[config.mk]
export PLATFORM = sky130hd
export DESIGN_NAME = object_render_scheduler
export DESIGN_NICKNAME = d
export VERILOG_FILES = /design/src/rtl/object_render_scheduler.sv
export SDC_FILE = /design/constraint.sdc
export NUM_CORES = 1
export LEC_CHECK = 0
export BUFFER_PORTS_ARGS = -buffer_cell sky130_fd_sc_hd__buf_2
export CAP_MARGIN = 20
export CORE_MARGIN = 2
export CORE_UTILIZATION = 50
export DETAILED_ROUTE_END_ITERATION = 16
export GPL_ROUTABILITY_DRIVEN = 0
export PLACE_DENSITY_LB_ADDON = 0.3
export SLEW_MARGIN = 25
export SYNTH_ARGS = -nofsm -noshare
export SYNTH_HDL_FRONTEND = slang
export SYNTH_SLANG_ARGS = --single-unit
[constraint.sdc]
create_clock -name clk -period 13 [get_ports clk]
set_input_delay 3.9 -clock clk [delete_from_list [all_inputs] [get_ports clk]]
set_output_delay 3.9 -clock clk [all_outputs]
set_load 0.01 [all_outputs]
[src/rtl/object_render_scheduler.sv]
// object_render_scheduler
//   Per-pixel sequencer and arbiter for the shared object sprite ROM port.
//   Holds position/enable registers for NUM_SLOTS object slots, tests which
//   slots cover a requested pixel, issues one ROM read per covering slot in
//   priority order (slot 0 first) and returns the first opaque color, or the
//   background color, as a one-cycle pixel_valid pulse.
//
// Ports
//   clk, reset              clock, asynchronous active-high reset
//   cfg_we/slot/x/y/en      slot register write
//   pixel_start, pix_x/y    request to composite one pixel (accepted in IDLE)
//   bg_color                color used when no covering object is opaque
//   busy                    scan in progress; new requests are dropped
//   pixel_valid, rgb_out    result pulse and held result color
//   overrun                 sticky: a request arrived while busy
//   rom_row/col/index       ROM read request (index 0 = no read)
//   rom_data                ROM color, one cycle after the read

// One hit-test lane: 11-bit compares so x+OBJ_W never wraps past 1023.
module obj_hit_lane #(
  parameter int OBJ_W = 32,
  parameter int OBJ_H = 32
) (
  input  logic [9:0] px,
  input  logic [9:0] py,
  input  logic [9:0] x,
  input  logic [9:0] y,
  input  logic       en,
  output logic       hit,
  output logic [9:0] row,
  output logic [9:0] col
);
  logic [10:0] px_e, py_e, x_e, y_e;
  assign px_e = {1'b0, px};
  assign py_e = {1'b0, py};
  assign x_e  = {1'b0, x};
  assign y_e  = {1'b0, y};
  assign hit  = en && (px_e >= x_e) && (px_e < x_e + 11'(OBJ_W))
                   && (py_e >= y_e) && (py_e < y_e + 11'(OBJ_H));
  assign row  = py - y;
  assign col  = px - x;
endmodule

module object_render_scheduler #(
  parameter int          NUM_SLOTS   = 4,
  parameter int          OBJ_W       = 32,
  parameter int          OBJ_H       = 32,
  parameter logic [11:0] TRANSPARENT = 12'hF0F
) (
  input  logic        clk,
  input  logic        reset,
  input  logic        cfg_we,
  input  logic [1:0]  cfg_slot,
  input  logic [9:0]  cfg_x,
  input  logic [9:0]  cfg_y,
  input  logic        cfg_en,
  input  logic        pixel_start,
  input  logic [9:0]  pix_x,
  input  logic [9:0]  pix_y,
  input  logic [11:0] bg_color,
  output logic        busy,
  output logic        pixel_valid,
  output logic [11:0] rgb_out,
  output logic        overrun,
  output logic [9:0]  rom_row,
  output logic [9:0]  rom_col,
  output logic [2:0]  rom_index,
  input  logic [11:0] rom_data
);
  localparam int SW = (NUM_SLOTS > 1) ? $clog2(NUM_SLOTS) : 1;
  localparam logic [SW-1:0] LAST = SW'(NUM_SLOTS - 1);

  typedef enum logic [1:0] {S_IDLE, S_ISSUE, S_WAIT, S_DONE} state_t;

  state_t                        state;
  logic [SW-1:0]                 slot, nxt;
  logic                          pending;   // a read was issued last cycle
  logic [NUM_SLOTS-1:0][9:0]     cur_x, cur_y, snap_x, snap_y, lane_x, lane_y;
  logic [NUM_SLOTS-1:0]          cur_en, snap_en, lane_en, lane_hit;
  logic [NUM_SLOTS-1:0][9:0]     lane_row, lane_col;
  logic [9:0]                    px_r, py_r, lane_px, lane_py;
  logic                          opaque;

  assign busy = (state != S_IDLE);

  // In IDLE the lanes see the live request and live slot registers, so the
  // slot-0 read can be registered on the accept edge itself; during a scan
  // they see the latched pixel and the snapshot.
  assign lane_px = busy ? px_r    : pix_x;
  assign lane_py = busy ? py_r    : pix_y;
  assign lane_x  = busy ? snap_x  : cur_x;
  assign lane_y  = busy ? snap_y  : cur_y;
  assign lane_en = busy ? snap_en : cur_en;

  // Slot whose read is registered at the coming edge.
  assign nxt    = (state == S_ISSUE) ? slot + SW'(1) : '0;
  assign opaque = pending && (rom_data != TRANSPARENT);

  generate
    for (genvar i = 0; i < NUM_SLOTS; i++) begin : g_lane
      obj_hit_lane #(.OBJ_W(OBJ_W), .OBJ_H(OBJ_H)) u_lane (
        .px (lane_px),     .py (lane_py),
        .x  (lane_x[i]),   .y  (lane_y[i]),   .en (lane_en[i]),
        .hit(lane_hit[i]), .row(lane_row[i]), .col(lane_col[i])
      );
    end
  endgenerate

  always_ff @(posedge clk or posedge reset) begin
    if (reset) begin
      state       <= S_IDLE;
      slot        <= '0;
      pending     <= 1'b0;
      cur_x       <= '0;
      cur_y       <= '0;
      cur_en      <= '0;
      snap_x      <= '0;
      snap_y      <= '0;
      snap_en     <= '0;
      px_r        <= '0;
      py_r        <= '0;
      pixel_valid <= 1'b0;
      rgb_out     <= '0;
      overrun     <= 1'b0;
      rom_index   <= '0;
      rom_row     <= '0;
      rom_col     <= '0;
    end else begin
      if (cfg_we) begin
        cur_x[cfg_slot]  <= cfg_x;
        cur_y[cfg_slot]  <= cfg_y;
        cur_en[cfg_slot] <= cfg_en;
      end
      if (pixel_start && busy) overrun <= 1'b1;
      pixel_valid <= 1'b0;

      case (state)
        S_IDLE: begin
          if (pixel_start) begin
            px_r      <= pix_x;
            py_r      <= pix_y;
            snap_x    <= cur_x;
            snap_y    <= cur_y;
            snap_en   <= cur_en;
            slot      <= '0;
            pending   <= 1'b0;
            state     <= S_ISSUE;
            rom_index <= lane_hit[nxt] ? 3'(nxt) + 3'd1 : 3'd0;
            rom_row   <= lane_hit[nxt] ? lane_row[nxt] : 10'd0;
            rom_col   <= lane_hit[nxt] ? lane_col[nxt] : 10'd0;
          end
        end
        S_ISSUE: begin
          if (opaque) begin
            // Winner found: the read issued this cycle is abandoned.
            rgb_out     <= rom_data;
            pixel_valid <= 1'b1;
            pending     <= 1'b0;
            state       <= S_DONE;
            rom_index   <= '0;
            rom_row     <= '0;
            rom_col     <= '0;
          end else begin
            pending <= (rom_index != 3'd0);
            if (slot == LAST) begin
              state     <= S_WAIT;
              rom_index <= '0;
              rom_row   <= '0;
              rom_col   <= '0;
            end else begin
              slot      <= nxt;
              rom_index <= lane_hit[nxt] ? 3'(nxt) + 3'd1 : 3'd0;
              rom_row   <= lane_hit[nxt] ? lane_row[nxt] : 10'd0;
              rom_col   <= lane_hit[nxt] ? lane_col[nxt] : 10'd0;
            end
          end
        end
        S_WAIT: begin
          rgb_out     <= opaque ? rom_data : bg_color;
          pixel_valid <= 1'b1;
          pending     <= 1'b0;
          state       <= S_DONE;
        end
        default: state <= S_IDLE;  // S_DONE
      endcase
    end
  end
endmodule

==> results of run 1 <==
## flip-flops by register name, summed over array words and instances (netlist names), 2 cells and up
register / count
cur_en: 4
cur_x: 40
cur_y: 40
px_r: 10
py_r: 10
rgb_out: 12
rom_col: 10
rom_index: 3
rom_row: 10
slot: 2
snap_en: 4
snap_x: 40
snap_y: 40
state: 2
## Yosys cell counts, drive strengths merged (3+ instances only)
master / n
a211oi: 12
clkbuf: 28
a2111oi: 5
a31oi: 16
o211ai: 12
o22ai: 6
mux2: 217
nand3b: 8
a32oi: 7
a211o: 3
or3: 7
nor3b: 3
o221ai: 4
xor2: 43
or3b: 4
a21o: 23
o31a: 4
nand2: 84
mux2i: 79
a21oi: 61
o32ai: 4
o31ai: 5
nand4: 15
mux4: 11
nand3: 19
nor4: 3
nor2: 62
nand4b: 4
o21a: 10
a32o: 9
a22o: 3
nor2b: 25
nor3: 18
fa: 8
a41oi: 3
xnor2: 48
o21ai: 80
a21boi: 5
dfrtp: 230
ha: 123
buf: 27
inv: 50
nand2b: 20
a311oi: 3
## cells in the final DEF (no fill, tap or decap), types with 4 or more instances in the layout
| master | synthesis | final |
|---|---|---|
| xor2_1 | 43 | 43 |
| o31ai_1 | 5 | 5 |
| fa_1 | 8 | 8 |
| o211ai_1 | 12 | 12 |
| nand4_1 | 15 | 15 |
| a31oi_1 | 16 | 16 |
| nand3_1 | 19 | 18 |
| o31a_1 | 4 | 4 |
| buf_2 | 7 | 108 |
| o21ai_2 | 10 | 10 |
| o21a_1 | 10 | 10 |
| a211oi_1 | 12 | 12 |
| nand2_1 | 84 | 83 |
| ha_1 | 123 | 122 |
| o21ai_0 | 70 | 70 |
| inv_1 | 46 | 45 |
| dfrtp_1 | 230 | 230 |
| a2111oi_0 | 5 | 5 |
| nor2_1 | 61 | 61 |
| a32oi_1 | 6 | 6 |
| or3_1 | 7 | 7 |
| mux2_2 | 215 | 215 |
| nor2b_1 | 25 | 25 |
| clkbuf_16 | 0 | 25 |
| a21oi_1 | 61 | 61 |
| a21o_1 | 23 | 23 |
| a21boi_0 | 4 | 4 |
| or3b_2 | 4 | 4 |
| xnor2_1 | 47 | 47 |
| o22ai_1 | 6 | 6 |
| nand2b_1 | 20 | 20 |
| a32o_1 | 9 | 9 |
| mux4_2 | 11 | 11 |
| nand3b_1 | 8 | 8 |
| clkbuf_8 | 0 | 4 |
| nand4b_1 | 4 | 4 |
| buf_4 | 1 | 11 |
| nor3_1 | 17 | 17 |
| mux2i_1 | 76 | 76 |
## final cells by class
cell class	count	area share (%)
Tap cell	396	2.87
Sequential cell	230	33.4
Clock buffer	32	4.01
Clock inverter	3	0.102
Timing Repair Buffer	121	3.74
Multi-Input combinational cell	1103	54.7
Inverter	51	1.17
## stage by stage
step / utilization, % / area [sq um]
2_1_floorplan: - / 15600
3_3_place_gp: 53.9 / 16500
3_5_place_dp: 53.9 / 16500
4_1_cts: 56.2 / 17200
5_1_grt: 56.3 / 17300
6_report: 56.3 / 17300
## worst paths after layout
check                                      from                      to
max                                    pix_y[1]  rom_row[1]$_DFFE_PP0P_
min                         overrun$_DFFE_PP0P_     overrun$_DFFE_PP0P_
max reg2reg                state[0]$_DFFE_PP0P_  rom_row[1]$_DFFE_PP0P_
min reg2reg                 overrun$_DFFE_PP0P_     overrun$_DFFE_PP0P_
max in group asynchronous                 reset   snap_y[6]$_DFFE_PP0P_
min in group asynchronous                 reset  rgb_out[1]$_DFFE_PP0P_
## layer usage
layer  vias up  share of wire, %
li1       5509                 -
met1      5769                49
met2       385                43
met3        43               6.7
met4         0               1.5
met5         -                 0
## critical path, delay by kind of cell
kind | cells | cell delay (ps)
simple gates | 1 | 130
buf+inv | 3 | 440
mux | 1 | 220
compound gates | 7 | 2420
fa+ha+maj | 1 | 480
## kinds of logic (layout without fill, tap and decap cells)
logic type               Yosys count  after routing  synth area share, %
AO/OA/AOI/OAI                    288            288                 12.4
XOR/XNOR                          91             91                 5.15
adder cells (fa/ha/maj)          133            133                 11.0
buffers and inverters            106            207                 2.99
flip-flops                       230            230                 36.8
multiplexers                     307            307                 22.5
AND/OR/NAND/NOR                  284            284                 9.17
==> reports/qor.txt, run 1 <==
run status: completed
CP endpoint kind: register
Buffers on Ports: 108
antenna viol nets, final: 0
Slew headroom: 28.7%
Worst Path Arrival: 7600 ps
final critical-path required period: 7140 ps
Top Usage Layer GRT: met1
total nets after synthesis: 1,641
Die Ht: 181 um
placed insts: 1,901
number of library cell types mapped by synthesis: 82
Synth Area per Inst: 10.9 sq um
layout cells sized above 1: 27.0%
Pre-Repair DR Iteration Count: 7
met1 usage: 37.5%
Vias: 11.7k
worst clock skew: 12.5 ps
Fin Hold WS: 452 ps
Final Setup Violations: 0
Tcrit/Tclk final: 54.9%
multi-input logic area: 9450 sq um
post-synthesis async set-or-reset flop share: 100%
Tightest Pin Transition: 1040 ps
Layout area overhead: 10.4%
diodes inserted: 0
CP dominant cell by count: o21ai_0
drt drc: 0
Startpoint Class: input pin
Register Area: 5760 sq um
Routed WL per cell: 20.7 um
CP cell instances: buf_2, mux2_2, inv_1, fa_1, nor2b_1, o21ai_0, a31oi_1, o21ai_0, a2111oi_0, o211ai_1, a32oi_4, inv_4, o21ai_0
Worst Setup Slack, final: 5860 ps
hold path cells: 1
clock latency on the worst-skew pair: 540 ps
post-CTS sizing: 0
Post-CTS Repair Setup Buffers: 0
yosys warns: 0
RSZ-0062 raised after global routing: no
Root Buffer Master: clkbuf_16
CORE AREA: 30,700 sq um
total clock sinks: 230
Num CTS Buffers: 24
Mapped Cells: 1,439
GRT Residual Overflow: 0
EDFF count, synth: 0
Max Buffers Root-to-Sink: 3
met2 Use GR: 36.3%
largest net degree at the start of global routing: 90
Synth top area share: 36.8%
Final Slew Violations: 0
vias in the first global route: 11.4k
critical path fanouts, max: 15
slowest cell on the critical path: a2111oi_0
die width: 181 um
global-route wire length before repair: 63,400 um
hold buffer count at cts: 0
level count of the clock H-tree: 1
Max Fclk: 140 MHz
DR iter-0 viols: 1,151
CP peak stage delay: 940 ps
Place WS: 5350 ps
Filler cells: 2,639
Nets: 1,733
synthesis-stage register bit count: 230
HP Class: register to register
sequential area share after synthesis: 36.8%
number of vias per cell: 6.05
CTS tree: yes
CP required: 13,460 ps
Max Cap Viol: 0
Hold Vio Cnt, Final: 0
Initial Util: 51.0%
Area contributors post-synth: dfrtp_1, mux2_2, ha_1
GRT Overall Usage: 24.3%
final HPWL from detailed placement: 29,800 um
I/O Pins: 109
setup TNS: 0 ps
worst reg2reg setup slack: 6570 ps
Rows: 64
met3 Use GR: 3.31%
Worst Reg-to-Reg Cells: 16
die area: 32,700 sq um
Synth area leader: dfrtp_1
top_reg_cell synth: dfrtp_1
Netlist Area Pre-Place: 15,600 sq um
Crit Path Category: input pin to register
Worst-path clk slew: 60 ps
Final Instance Count excl. Fillers: 1,936
DRT Wirelength: 40,100 um
initial antenna violation count: 1
Power of run 1 is not shown: default switching activity piles up to over one toggle a cycle in this logic, so the estimate is an artifact.
==> run 2: changes to the inputs <==
clock period = 5.95 ns   (was 13 ns; I/O delays follow)
==> run 2 against run 1 <==
  * Clock skew is 0.89 ps lower
  * Die area stayed put
  * Critical path type is now register to register
  * Core utilization is 0.54 points higher
  * First-iteration DRC count is 30% lower
  * Wire length is 0.59% higher
  * Highest routed layer unchanged
==> reports/qor.txt, run 2 (synthesis gave the netlist of run 1 again) <==
run status: completed
hold path cells: 1
CP endpoint kind: register
Tcrit/Tclk final: 85.6%
final critical-path required period: 5090 ps
critical hold path startpoint: overrun$_DFFE_PP0P_
Worst Path Arrival: 5540 ps
hold buffer count at cts: 0
I/O Pins: 109
Max Buffers Root-to-Sink: 3
Layout area overhead: 11.4%
Vias: 11.7k
RSZ-0062 raised after global routing: no
clock latency on the worst-skew pair: 540 ps
Rows: 64
Initial Util: 51.0%
final HPWL from detailed placement: 30,200 um
global-route wire length before repair: 64,500 um
Placed Area: 16,600 sq um
DR iter-0 viols: 805
die width: 181 um
initial antenna violation count: 1
Die Ht: 181 um
setup TNS: 0 ps
final core utilization: 56.8%
Pre-Repair DR Iteration Count: 5
total clock sinks: 230
Post-CTS Repair Setup Buffers: 0
worst clock skew: 11.6 ps
Max Cap Viol: 0
Worst Reg-to-Reg Cells: 15
FF-to-FF End: rom_row[1]$_DFFE_PP0P_
WP depth: 15
Hold Vio Cnt, Final: 0
Final Slew Violations: 0
number of vias per cell: 6.00
Routed WL per cell: 20.7 um
multi-input logic area: 9450 sq um
kind of cell adding the most delay to the critical path: compound AO/OA/AOI/OAI gates
Final Setup Violations: 0
Max Fclk: 196 MHz
CP peak stage delay: 670 ps
vias in the first global route: 11.4k
most frequent cells in the layout: dfrtp_1, mux2_2, ha_1
post-CTS sizing: 0
Num CTS Buffers: 25
CTS tree: yes
Filler cells: 2,628
drt drc: 0
commonest non-fill, non-tap cell in the layout: dfrtp_1
Register Area: 5760 sq um
diodes inserted: 0
HP Class: register to register
Final Instance Count excl. Fillers: 1,951
CORE AREA: 30,700 sq um
layout cells sized above 1: 27.7%
largest net degree at the start of global routing: 156
DRT Wirelength: 40,300 um
Buffers on Ports: 108
r2r startpoint: state[0]$_DFFE_PP0P_
Tightest Pin Transition: 1020 ps
slowest cell on the critical path: ha_4
Worst-path clk slew: 60 ps
Final Instance Area: 17,400 sq um
critical path fanouts, max: 47
CP cell instances: inv_1, ha_4, buf_12, mux2_2, ha_1, fa_1, nand2b_1, o2bb2ai_1, o311ai_1, o22ai_1, a21oi_1, o211ai_1, a32oi_4, inv_4, o21ai_0
Hold Path Sink: overrun$_DFFE_PP0P_
placed insts: 1,906
GRT Overall Usage: 24.5%
die area: 32,700 sq um
Crit Path Category: register to register
CP Buf/Inv Count: 3
antenna viol nets, final: 0
Nets: 1,739
Slew headroom: 31.9%
level count of the clock H-tree: 1
worst reg2reg setup slack: 860 ps
Startpoint Class: register
GRT Residual Overflow: 0
CP required: 6400 ps
Root Buffer Master: clkbuf_16
==> run 2: changes by cell type in the layout (fill, tap and decap cells not counted), sizes merged <==
cell      change
buf           +5
bufinv        +1
clkbuf        +2
clkinv        +5
clkinvlp      +1
inv           +1
==> run 2: how the worst max path moves through the flow <==
stage | slack (ps) | startpoint | end
2_1_floorplan | 400 | state[0]$_DFFE_PP0P_ | rom_col[0]$_DFFE_PP0P_
3_3_place_gp | 810 | pix_y[0] | rom_row[4]$_DFFE_PP0P_
3_5_place_dp | 750 | pix_y[0] | rom_row[1]$_DFFE_PP0P_
4_1_cts | 900 | state[0]$_DFFE_PP0P_ | rom_row[1]$_DFFE_PP0P_
5_1_grt | 550 | state[0]$_DFFE_PP0P_ | rom_row[4]$_DFFE_PP0P_
6_report | 860 | state[0]$_DFFE_PP0P_ | rom_row[1]$_DFFE_PP0P_
==> run 2: final cells by class <==
class                   instances  share of cell area, %
well taps                     396                   2.84
inverters                      51                   1.13
multi-input cells            1103                   54.2
clock buffers                  34                   4.07
flip-flops and latches        230                   33.0
clock inverters                11                  0.539
repair buffers                126                   4.14
==> run 2: per-stage QoR <==
step                      worst slack [ps]  hold slack, ps
after floorplan                        397             454
after global placement                 806             437
after detailed placement               755             452
after CTS                              901             465
after global routing                   548             501
final                                  859             460
==> run 2: worst register-to-register path: stages (launching register included) <==
cell       delay (ps)
dfrtp_1           420
inv_1             160
ha_4              670
buf_12            280
mux2_2            410
ha_1              230
fa_1              420
nand2b_1          170
o2bb2ai_1         170
o311ai_1          630
o22ai_1           180
a21oi_1           260
o211ai_1          180
a32oi_4           450
inv_4             180
o21ai_0           210
==> run 2: per-layer routing <==
metal	vias to the layer above	part of all wire [%]	GRT usage (%)
li1	5512	-	-
met4	0	2.0	5.16
met5	-	0	0
met3	58	6.0	3.25
met1	5795	49	37.5
met2	341	43	36.9
Power of run 2 is left out for the same reason.
==> run 3: changes to the inputs <==
CTS_BUF_LIST = sky130_fd_sc_hd__clkbuf_8 sky130_fd_sc_hd__clkbuf_16   (was not set)
==> run 3 against run 2 <==
  * Register-to-register slack hardly changed
  * Critical path depth did not move
  * Critical path type unchanged
  * Wire length is essentially flat
  * Sequential share of layout area is the same
  * Final cell count unchanged
  * Cell area unchanged
  * Flip-flop and latch count did not move
  * Core utilization unchanged
  * Global-route usage unchanged
  * Largest cell class unchanged
  * Worst setup slack lost 3.2 ps
  * Clock skew about the same
==> reports/qor.txt, run 3 (synthesis gave the netlist of run 1 again) <==
run status: completed
slowest cell on the critical path: ha_4
Final Setup Violations: 0
global-route wire length before repair: 64,500 um
CP cell instances: inv_1, ha_4, buf_12, mux2_2, ha_1, fa_1, nand2b_1, o2bb2ai_1, o311ai_1, o22ai_1, a21oi_1, o211ai_1, a32oi_4, inv_4, o21ai_0
CP endpoint kind: register
Max Fclk: 196 MHz
setup TNS: 0 ps
DRT Wirelength: 40,300 um
Buffers on Ports: 108
Tightest Pin Transition: 1020 ps
GRT Residual Overflow: 0
Fin Hold WS: 460 ps
initial antenna violation count: 1
Worst-path clk slew: 60 ps
final critical-path required period: 5090 ps
number of vias per cell: 6.00
FF-to-FF End: rom_row[1]$_DFFE_PP0P_
total clock sinks: 230
end point of the critical path: rom_row[1]$_DFFE_PP0P_
Max Buffers Root-to-Sink: 3
DR iter-0 viols: 800
CTS tree: yes
layout cells sized above 1: 27.7%
RSZ-0062 raised after global routing: no
Hold Vio Cnt, Final: 0
Filler cells: 2,628
post-CTS sizing: 0
Slew headroom: 31.6%
Vias: 11.7k
commonest non-fill, non-tap cell in the layout: dfrtp_1
Tcrit/Tclk final: 85.6%
critical path fanouts, max: 47
Final Slew Violations: 0
Placed Area: 16,600 sq um
clock latency on the worst-skew pair: 540 ps
Worst Setup Slack, final: 856 ps
HP Class: register to register
Routed WL per cell: 20.6 um
Place WS: 755 ps
Initial Util: 51.0%
Layout area overhead: 11.4%
final HPWL from detailed placement: 30,200 um
most frequent cells in the layout: dfrtp_1, mux2_2, ha_1
Crit Path Category: register to register
die area: 32,700 sq um
vias in the first global route: 11.4k
antenna viol nets, final: 0
level count of the clock H-tree: 1
Root Buffer Master: clkbuf_16
Worst Path Arrival: 5550 ps
I/O Pins: 109
Worst Setup SP: state[0]$_DFFE_PP0P_
Startpoint Class: register
drt drc: 0
Nets: 1,739
Pre-Repair DR Iteration Count: 5
Final Instance Area: 17,400 sq um
CP required: 6400 ps
Post-CTS Repair Setup Buffers: 0
Rows: 64
worst clock skew: 11.6 ps
CP peak stage delay: 670 ps
Num CTS Buffers: 25
CORE AREA: 30,700 sq um
die width: 181 um
Worst Reg-to-Reg Cells: 15
diodes inserted: 0
Max Cap Viol: 0
r2r startpoint: state[0]$_DFFE_PP0P_
GRT Overall Usage: 24.5%
hold buffer count at cts: 0
worst reg2reg setup slack: 860 ps
Die Ht: 181 um
largest net degree at the start of global routing: 156
-- run 3: through the flow --
stage	cells	util, %
finish	1951	56.8
global route	1951	56.8
detailed placement	1906	54.1
global placement	1906	54.1
floorplan	1439	-
CTS	1951	56.8
-- run 3: how the worst min path moves through the flow --
| stage | end | depth (start not counted) | start |
|---|---|---|---|
| global placement | overrun$_DFFE_PP0P_ | 1 | overrun$_DFFE_PP0P_ |
| finish | overrun$_DFFE_PP0P_ | 1 | overrun$_DFFE_PP0P_ |
| detailed placement | overrun$_DFFE_PP0P_ | 1 | overrun$_DFFE_PP0P_ |
| floorplan | slot[1]$_DFFE_PP0P_ | 2 | slot[1]$_DFFE_PP0P_ |
| global route | rgb_out[9]$_DFFE_PP0P_ | 2 | rgb_out[9]$_DFFE_PP0P_ |
| CTS | overrun$_DFFE_PP0P_ | 1 | overrun$_DFFE_PP0P_ |
-- run 3: area by class of cell --
| cell class | count | area, sq um | share of cell area, % |
|---|---|---|---|
| multi-input combinational | 1103 | 9450 | 54.2 |
| sequential | 230 | 5760 | 33.0 |
| timing repair buffer | 126 | 721 | 4.14 |
| clock buffer | 30 | 694 | 3.99 |
| tap | 396 | 495 | 2.84 |
| inverter | 51 | 198 | 1.13 |
| clock inverter | 15 | 109 | 0.625 |
-- run 3: layer usage --
metal / GRT usage [%] / part of all wire, % / wire length (um) / up-vias
met5: 0 / 0 / 0 / -
met4: 5.16 / 2.0 / 814 / 0
met3: 3.25 / 5.9 / 2380 / 58
met2: 36.9 / 43 / 17200 / 338
met1: 37.5 / 49 / 19800 / 5805
li1: - / - / - / 5513
-- run 3: worst max-delay path, delay by kind of cell, from the launching register on --
kind / cells / cell delay, ps
AO/OA/AOI/OAI: 7 / 2080
adder cells (fa/ha/maj): 3 / 1310
AND/OR/NAND/NOR: 1 / 170
buffers and inverters: 3 / 610
multiplexers: 1 / 400
flip-flops: 1 / 420
Power of run 3 is left out for the same reason.
